`src/rtl/dmem_pkg.sv`:
```
// dmem_pkg: shared types and lane helpers for the wait-state data memory.
// Holds size/state enums, byte-enable, store-lane and load-extract functions.
package dmem_pkg;

    typedef enum logic [1:0] {
        SZ_BYTE = 2'b00,
        SZ_HALF = 2'b01,
        SZ_WORD = 2'b10,
        SZ_BAD  = 2'b11
    } size_e;

    typedef enum logic [1:0] {
        IDLE = 2'b00,
        WAIT = 2'b01,
        RESP = 2'b10
    } state_e;

    // Misaligned half/word or the reserved size code.
    function automatic logic size_err(size_e size, logic [1:0] a);
        logic e;
        unique case (size)
            SZ_BYTE: e = 1'b0;
            SZ_HALF: e = a[0];
            SZ_WORD: e = |a;
            default: e = 1'b1;
        endcase
        return e;
    endfunction

    function automatic logic [3:0] lane_mask(size_e size, logic [1:0] a);
        logic [3:0] m;
        unique case (size)
            SZ_BYTE: m = 4'b0001 << a;
            SZ_HALF: m = a[1] ? 4'b1100 : 4'b0011;
            SZ_WORD: m = 4'b1111;
            default: m = 4'b0000;
        endcase
        return m;
    endfunction

    // Replicate right-aligned store data so every lane sees its byte.
    function automatic logic [31:0] store_lanes(logic [31:0] d, size_e size);
        logic [31:0] w;
        unique case (size)
            SZ_BYTE: w = {4{d[7:0]}};
            SZ_HALF: w = {2{d[15:0]}};
            default: w = d;
        endcase
        return w;
    endfunction

    function automatic logic [31:0] load_extract(
        logic [31:0] word,
        size_e       size,
        logic [1:0]  a,
        logic        uns
    );
        logic [7:0]  b;
        logic [15:0] h;
        logic [31:0] r;
        b = word[{a, 3'b000} +: 8];
        h = a[1] ? word[31:16] : word[15:0];
        unique case (size)
            SZ_BYTE: r = {{24{~uns & b[7]}}, b};
            SZ_HALF: r = {{16{~uns & h[15]}}, h};
            SZ_WORD: r = word;
            default: r = '0;
        endcase
        return r;
    endfunction

endpackage

```
`src/rtl/dmem_wait_ram_be.sv`:
```
// ram_be: DEPTH x DATA_W synchronous RAM with per-byte write enables.
// Ports: clk, re (registered read), we_be[3:0], idx, wdata, q (old data).
module ram_be #(
    parameter int DATA_W = 32,
    parameter int DEPTH  = 64
) (
    input  logic                     clk,
    input  logic                     re,
    input  logic [3:0]               we_be,
    input  logic [$clog2(DEPTH)-1:0] idx,
    input  logic [DATA_W-1:0]        wdata,
    output logic [DATA_W-1:0]        q
);

    logic [DATA_W-1:0] mem [DEPTH];

    // Storage is deliberately not reset.
    always_ff @(posedge clk) begin
        for (int i = 0; i < 4; i++) begin
            if (we_be[i]) begin
                mem[idx][8*i +: 8] <= wdata[8*i +: 8];
            end
        end
        if (re) begin
            q <= mem[idx];
        end
    end

endmodule

```
`src/rtl/dmem_wait.sv`:
```
// dmem_wait: data memory with valid/ready request, LATENCY wait states,
// sub-word loads/stores. Ports: clk, reset (async low), req_*, rsp_*.
module dmem_wait
    import dmem_pkg::*;
#(
    parameter int DATA_W  = 32,
    parameter int DEPTH   = 64,
    parameter int LATENCY = 2
) (
    input  logic              clk,
    input  logic              reset,
    input  logic              req_valid,
    output logic              req_ready,
    input  logic              req_we,
    input  logic [1:0]        req_size,
    input  logic              req_unsigned,
    input  logic [31:0]       req_addr,
    input  logic [DATA_W-1:0] req_wdata,
    output logic              rsp_valid,
    output logic [DATA_W-1:0] rsp_rdata,
    output logic              rsp_err
);

    localparam int AW = $clog2(DEPTH);
    localparam logic [3:0] CNT_INIT = 4'(LATENCY > 0 ? LATENCY - 1 : 0);

    state_e            state, state_nxt;
    logic [3:0]        cnt, cnt_nxt;
    logic              lat_we, lat_uns;
    size_e             lat_size;
    logic [AW+1:0]     lat_addr;
    logic [DATA_W-1:0] lat_wdata;
    logic              hs, err, busy_rsp;
    logic [3:0]        be;
    logic [DATA_W-1:0] ram_q;
    logic              unused_addr;

    // Address bits above the storage window alias.
    assign unused_addr = ^req_addr[31:AW+2];

    assign hs = req_valid & req_ready;

    always_comb begin
        state_nxt = state;
        cnt_nxt   = cnt;
        req_ready = 1'b0;
        unique case (state)
            IDLE: begin
                req_ready = 1'b1;
                if (req_valid) begin
                    if (LATENCY > 0) begin
                        state_nxt = WAIT;
                        cnt_nxt   = CNT_INIT;
                    end else begin
                        state_nxt = RESP;
                    end
                end
            end
            WAIT: begin
                if (cnt == 4'd0) begin
                    state_nxt = RESP;
                end else begin
                    cnt_nxt = cnt - 4'd1;
                end
            end
            RESP:    state_nxt = IDLE;
            default: state_nxt = IDLE;
        endcase
    end

    always_ff @(posedge clk or negedge reset) begin
        if (!reset) begin
            state     <= IDLE;
            cnt       <= '0;
            rsp_valid <= 1'b0;
        end else begin
            state     <= state_nxt;
            cnt       <= cnt_nxt;
            rsp_valid <= (state == RESP);
        end
    end

    always_ff @(posedge clk or negedge reset) begin
        if (!reset) begin
            lat_we    <= 1'b0;
            lat_uns   <= 1'b0;
            lat_size  <= SZ_BYTE;
            lat_addr  <= '0;
            lat_wdata <= '0;
        end else if (hs) begin
            lat_we    <= req_we;
            lat_uns   <= req_unsigned;
            lat_size  <= size_e'(req_size);
            lat_addr  <= req_addr[AW+1:0];
            lat_wdata <= req_wdata;
        end
    end

    assign busy_rsp = (state == RESP);
    assign err      = size_err(lat_size, lat_addr[1:0]);
    assign be       = (busy_rsp && lat_we && !err)
                    ? lane_mask(lat_size, lat_addr[1:0]) : 4'b0000;

    ram_be #(
        .DATA_W (DATA_W),
        .DEPTH  (DEPTH)
    ) u_ram (
        .clk   (clk),
        .re    (busy_rsp),
        .we_be (be),
        .idx   (lat_addr[AW+1:2]),
        .wdata (store_lanes(lat_wdata, lat_size)),
        .q     (ram_q)
    );

    // Latched fields stay stable through the response cycle because
    // the next handshake can only land on the edge that ends it.
    always_comb begin
        rsp_rdata = '0;
        if (rsp_valid && !lat_we && !err) begin
            rsp_rdata = load_extract(ram_q, lat_size, lat_addr[1:0], lat_uns);
        end
    end

    assign rsp_err = rsp_valid & err;

endmodule

```
`config.mk`:
```
export PLATFORM = sky130hd
export DESIGN_NAME = dmem_wait
export DESIGN_NICKNAME = d
export VERILOG_FILES = /design/src/rtl/dmem_pkg.sv /design/src/rtl/dmem_wait_ram_be.sv /design/src/rtl/dmem_wait.sv
export SDC_FILE = /design/constraint.sdc
export NUM_CORES = 2
export LEC_CHECK = 0
export CORE_MARGIN = 5
export CORE_UTILIZATION = 30
export DETAILED_ROUTE_END_ITERATION = 12
export GPL_ROUTABILITY_DRIVEN = 0
export MAX_ROUTING_LAYER = met4
export SLEW_MARGIN = 20
export SYNTH_ARGS = -nofsm -noshare
export SYNTH_HDL_FRONTEND = slang
export SYNTH_HIERARCHICAL = 1
export SYNTH_SLANG_ARGS = --single-unit
```
`constraint.sdc`:
```
create_clock -name clk -period 6.2 [get_ports clk]
set_input_delay 1.24 -clock clk [delete_from_list [all_inputs] [get_ports clk]]
set_output_delay 1.24 -clock clk [all_outputs]
set_load 0.02 [all_outputs]
```
# Word level (Yosys, flattened, before mapping)
# Memory sizes are Yosys's and may differ from the RTL's. A register that Yosys moved wholly into a read port is not among the register bits.
# Index checks and enable logic that the tools add are counted.
dict set report word_totals {
  reg_bits 51
  ramBits 2048
  output_inout_bits 35
  mem_count 1
}
# name depth width read_ports rd_clocked_by_memory_dff write_ports line
set memory_table {}
lappend memory_table {u_ram.mem 64 32 1 1 1 dmem_wait_ram_be.sv:15} ;# logic [DATA_W-1:0] mem [DEPTH];
dict set report op_classes {
  add_sub_neg 1
  eq_ne 7
  shift 2
  n_mux 23
  n_bitwise 5
  n_reduce_logical 13
}
# cell count
set op_table {}
lappend op_table {{$pmux W32 S3} 1}
lappend op_table {{$pmux W32 S2} 1}
lappend op_table {{$mux W32} 1}
lappend op_table {{$shiftx A32 B6 Y8} 1}
lappend op_table {{$mux W16} 1}
lappend op_table {{$mux W4} 4}
lappend op_table {{$pmux W4 S3} 1}
lappend op_table {{$mux W1} 9}
lappend op_table {{$pmux W4 S2} 1}
lappend op_table {{$ne A2 B2 Y1 const B} 3}
lappend op_table {{$and A1 B1 Y1} 4}
lappend op_table {{$eq A2 B1 Y1 const B} 2}
lappend op_table {{$eq A2 B2 Y1 const B} 2}
lappend op_table {{$logic_and A1 B1 Y1} 4}
lappend op_table {{$logic_not A2 Y1} 2}
lappend op_table {{$logic_not A4 Y1} 1}
lappend op_table {{$mux W2} 2}
lappend op_table {{$pmux W2 S2} 1}
lappend op_table {{$shl A1 B2 Y4 const A} 1}
lappend op_table {{$sub A4 B1 Y4 const B} 1}
lappend op_table {{$pmux W1 S3} 1}
lappend op_table {{$reduce_and A3 Y1} 1}
lappend op_table {{$logic_not A1 Y1} 2}
lappend op_table {{$reduce_and A2 Y1} 1}
lappend op_table {{other kinds (3)} 3}

# Depth between registers and ports, before layout
dict set report depth {
  word_depth 7
  mapped_depth 11
  mapped_depth_nobuf 6
}

# Hierarchy
# The synthesis kept the hierarchy.
# module n_inst cells_each area_each_um2 seq_area_each_um2
set by_module_without_submodules {}
lappend by_module_without_submodules {ram_be 1 4481 79319.8 62459.9}
lappend by_module_without_submodules {dmem_wait 1 297 3066.7 1276.2}

# Worst setup path after synthesis
# OpenSTA, ideal clock, no wires.
dict set report synth_timing {
  kind {flip-flop to flip-flop}
  start {register lat_wdata[0]}
  end {memory u_ram.mem[0][24], data pin}
  setup_ns 0.702
  t_arrival_ns 3.781
  slack_ns 1.717
  stages_incl_launch_ff 3
  cell_sequence {dfrtp_1 > mux2i_1 > o21ai_0}
}
dict set report synth_via {
  elab_chain_len 1
}
# element line
set synth_rtl {}
lappend synth_rtl {{start, declared} dmem_wait.sv:32} ;# logic [DATA_W-1:0] lat_wdata;
lappend synth_rtl {{start signal, assigned} dmem_wait.sv:95} ;# lat_wdata <= req_wdata;
lappend synth_rtl {{$pmux W32 S2} dmem_pkg.sv:44} ;# unique case (size)
lappend synth_rtl {{end, declared} dmem_wait_ram_be.sv:15}
# Every way passes these cells.

# Worst setup path after layout
dict set report layout_timing {
  start {register lat_size[0]}
  end {output rsp_rdata[6]}
}
dict set report layout_via {
  elab_chain_len 5
  elab_cells_between_ends 8
  classes_between {eq/ne: 2; mux: 3; reduce/logical: 3}
}
# element line
set layout_rtl {}
lappend layout_rtl {{start, declared} dmem_wait.sv:30} ;# size_e lat_size;
lappend layout_rtl {{start signal, assigned} dmem_wait.sv:93} ;# lat_size <= size_e'(req_size);
lappend layout_rtl {{$eq A2 B2 Y1 (tied with other cells)} {dmem_pkg.sv:21, dmem_pkg.sv:63}}
lappend layout_rtl {{$pmux W1 S3} dmem_pkg.sv:21} ;# unique case (size)
lappend layout_rtl {{$logic_not A1 Y1} dmem_wait.sv:120} ;# if (rsp_valid && !lat_we && !err) begin
lappend layout_rtl {{$logic_and A1 B1 Y1} dmem_wait.sv:120}
lappend layout_rtl {{$mux W32 *} dmem_wait.sv:120}
lappend layout_rtl {{end, declared} dmem_wait.sv:20} ;# output logic [DATA_W-1:0] rsp_rdata,
# Every way passes the cells marked *; elsewhere a longest branch is shown, timed or not.

==> results.tsv <==
metric	value	unit
status	complete, no violations	
clock share of power	25.0	%
internal cell power	0.0306	W
reg2reg setup slack	1.94	ns
adder-cell share of the synthesized area	0.0304	%
number of flops mapped to enable cells by yosys	2080	
startpoint types	flop	
length of routed met3 wiring	24500	µm
# rows	192	
RSZ-0062 raised after global routing	no	
Cell variety after synth	69	
CTS tree	done	
Syn Std Cell Area	82400	µm²
count of final hold-check violations	0	
Area Growth Syn to Fin	14.1	%
Synth top area share	75.8	%
share of cells above drive strength 1	13.2	%
Hold/Removal Path Class	reg2reg	
First DRT Iteration DRCs	6652	
Routed Antenna Nets	0	
Starting Density	30.1	%
first-pass GRT wire length	346000	µm
Synth Net Count	4851	
switch share	37.7	%
HPWL Detailed	147000	µm
hold_buf cts	0	
critical-path cell list	buf_4, nor3_1, nor2_1, or3b_1, a21oi_1, clkdlybuf4s50_1	
pwr dens	522	nW/µm²
CTS Sinks	2131	
nets	4926	
VDD IR-drop max	0.000573	V
Mapped Cells	4778	
Filler cells	25600	
crit path to	rsp_rdata[6]	
minimum clock period	4.91	ns
vias post-DR	47900	
R2R Path End	u_ram/q[21]	
max_cap viols	0	
Sequential Power Share	40.5	%
IO Count	106	
All-Layer GR Usage	17.1	%
worst hold margin	0.514	ns
Synth area leaders	edfxtp_1 76%, a221oi_1 3.0%, mux2i_1 2.9%	
Die Wd	534	µm
Root Driver	clkbuf_16	
Peak Freq	204	MHz
worst rel slew slack	22.8	%
uppermost routed layer	met4	
Synth Area in XOR/XNOR	0.0319	%
slowest cell on the critical path	or3b_1	
Synth Area in Compound Gates	10.5	%
sequential element share of the synthesized area	77.4	%
multiplexer share of the synthesized area	6.35	%
WS Path Type	reg2out	
Async SR Flop Fraction	2.39	%
core area	274000	µm²
YS warnings	6	
# resized after CTS	0	
leakage power	28.9	nW
simple-gate share of the synthesized area	3.56	%
critical path launch point	lat_size[0]	
cell depth of the worst setup path	6	
switching power	0.0185	W
final WL	245000	µm
drt drc	0	
Critical Path RT	4.96	ns
post-synth top area cell	edfxtp_1	
CTS H-Tree Depth	4	
met2 WL	113000	µm
critical path fanouts, max	32	
met1 WL	96900	µm
Synth Flop Type	edfxtp_1	
Clock Path Buffers	3	
Comb power frac	34.5	%
Pins Over Slew Limit	0	
die area	285000	µm²
residual overflow from global routing	0	
largest net degree at the start of global routing	94	
IO Port Bufs	81	
#FFs+latches synth	2131	
TritonCTS buffer count	209	
R2R cell count	8	
routed length per instance	28.4	µm
Mean Syn Cell Area	17.2	µm²
R2R Path Start	lat_addr[3]	
clock skew	0.0364	ns
number of global-route vias before repair	45900	
Die Ht	534	µm
CP arrival	3.67	ns
worst-skew pair later-pin latency	0.85	ns
initial antenna violation count	9	
largest family of logic cells by synthesized area	compound AO/OA/AOI/OAI gates	
Setup crit end kind	output port	
Post-CTS Setup Inserts	0	
top cell family by delay on the critical path	simple AND/OR/NAND/NOR gates	
drt pass-1 iters	6	
setup_tns	0	ns
biggest cell delay along the critical path	0.75	ns
Worst-path clk slew	0.06	ns
Worst-Margin Slew	1.15	ns
setup violators final	0	
Worst Path Buf+Inv	2	
vias per cell	5.56	
Tcrit/Tclk final	79.1	%
==> area by class of cell <==
type | count | area [µm²] | area share, %
diodes | 5 | 12.5 | 0.0133
clock buffers | 268 | 5620 | 5.98
clock inverters | 112 | 975 | 1.04
inverters | 6 | 30.0 | 0.0319
multi-input cells | 2286 | 17100 | 18.2
flip-flops and latches | 2131 | 63800 | 67.8
well taps | 3589 | 4490 | 4.78
repair buffers | 219 | 1980 | 2.11
==> power groups by stage <==
stage,sequential [W],clock (W),combinational [W]
2_1_floorplan,0.0201,0,0.00901
3_3_place_gp,0.0201,0,0.0164
3_5_place_dp,0.0202,0,0.0167
4_1_cts,0.0199,0.0124,0.0167
5_1_grt,0.0199,0.0131,0.0175
6_report,0.0199,0.0123,0.0169
==> sequential cells by signal, indices dropped and copies added (netlist names), 2 cells and up <==
register and count:
lat_addr 8, lat_wdata 32, state 2, lat_size 2, u_ram/mem 2048, cnt 4, u_ram/q 32
==> layout by cell type, fill, tap and decap left out, types with 11 or more instances in the layout <==
cell / n
buf_12: 11
dfrtp_1: 39
buf_4: 127
edfxtp_1: 2080
nand4_1: 16
or4_1: 16
mux4_2: 73
bufinv_16: 15
nand3_1: 16
o221ai_1: 46
a221o_1: 30
clkinv_2: 36
and3_1: 16
a22o_1: 30
a21oi_1: 113
nor3_1: 26
clkdlybuf4s50_1: 80
a222oi_1: 15
clkinv_1: 48
o2111ai_1: 14
clkbuf_16: 214
o21ai_0: 126
o22ai_1: 163
clkbuf_1: 48
a22oi_1: 289
nand2_1: 97
a31oi_1: 20
nor2_1: 428
a221oi_1: 279
o211a_1: 13
mux2i_1: 240
mux2_2: 95
==> cells in the mapped netlist (all sizes together), types with 20 or more instances <==
cell    number
a31oi       20
buf        198
a221o       30
a22oi      289
dfrtp       51
edfxtp    2080
a221oi     279
mux2       105
mux4        73
o221ai      46
nor3        30
a21oi      113
clkbuf     157
nand2      105
a22o        30
o22ai      163
o21ai      136
nor2       439
mux2i      240
==> per-layer routing <==
layer / vias up / GRT usage (%)
met1: 25000 / 22.7
li1: 19800 / -
met4: 0 / 6.69
met5: - / -
met3: 460 / 3.17
met2: 2691 / 26.0
==> logic make-up after synthesis <==
family	count (synthesis)
AOI/OAI and AO/OA	1178
xor gates and xnor gates	3
adders and majority gates	2
buffers and inverters	361
DFF	2131
muxes	418
and+or+nand+nor	685
==> worst min-delay path by stage <==
stage                              from  cells after the start  slack [ns]             to
after CTS                 lat_wdata[19]                      1        0.51  lat_wdata[19]
after floorplan                  cnt[0]                      1        0.47         cnt[0]
after detailed placement  lat_wdata[19]                      1        0.49  lat_wdata[19]
after global routing      lat_wdata[27]                      1        0.54  lat_wdata[27]
final                     lat_wdata[31]                      1        0.51  lat_wdata[31]
after global placement    lat_wdata[19]                      1        0.49  lat_wdata[19]
==> through the flow <==
| stage | power (W) | setup WS, ns | util [%] | std cells | area (µm²) |
|---|---|---|---|---|---|
| final | 0.0491 | 1.29 | 34.4 | 8616 | 94000 |
| after global routing | 0.0505 | 1.07 | 34.4 | 8613 | 94000 |
| after CTS | 0.0491 | 1.25 | 34.3 | 8611 | 94000 |
| after detailed placement | 0.0369 | 2.04 | 31.9 | 8231 | 87400 |
| after global placement | 0.0366 | 2.09 | 31.9 | 8231 | 87400 |
| after floorplan | 0.0291 | 1.72 | - | 4778 | 82400 |
Power figures use the tool's default switching activity.
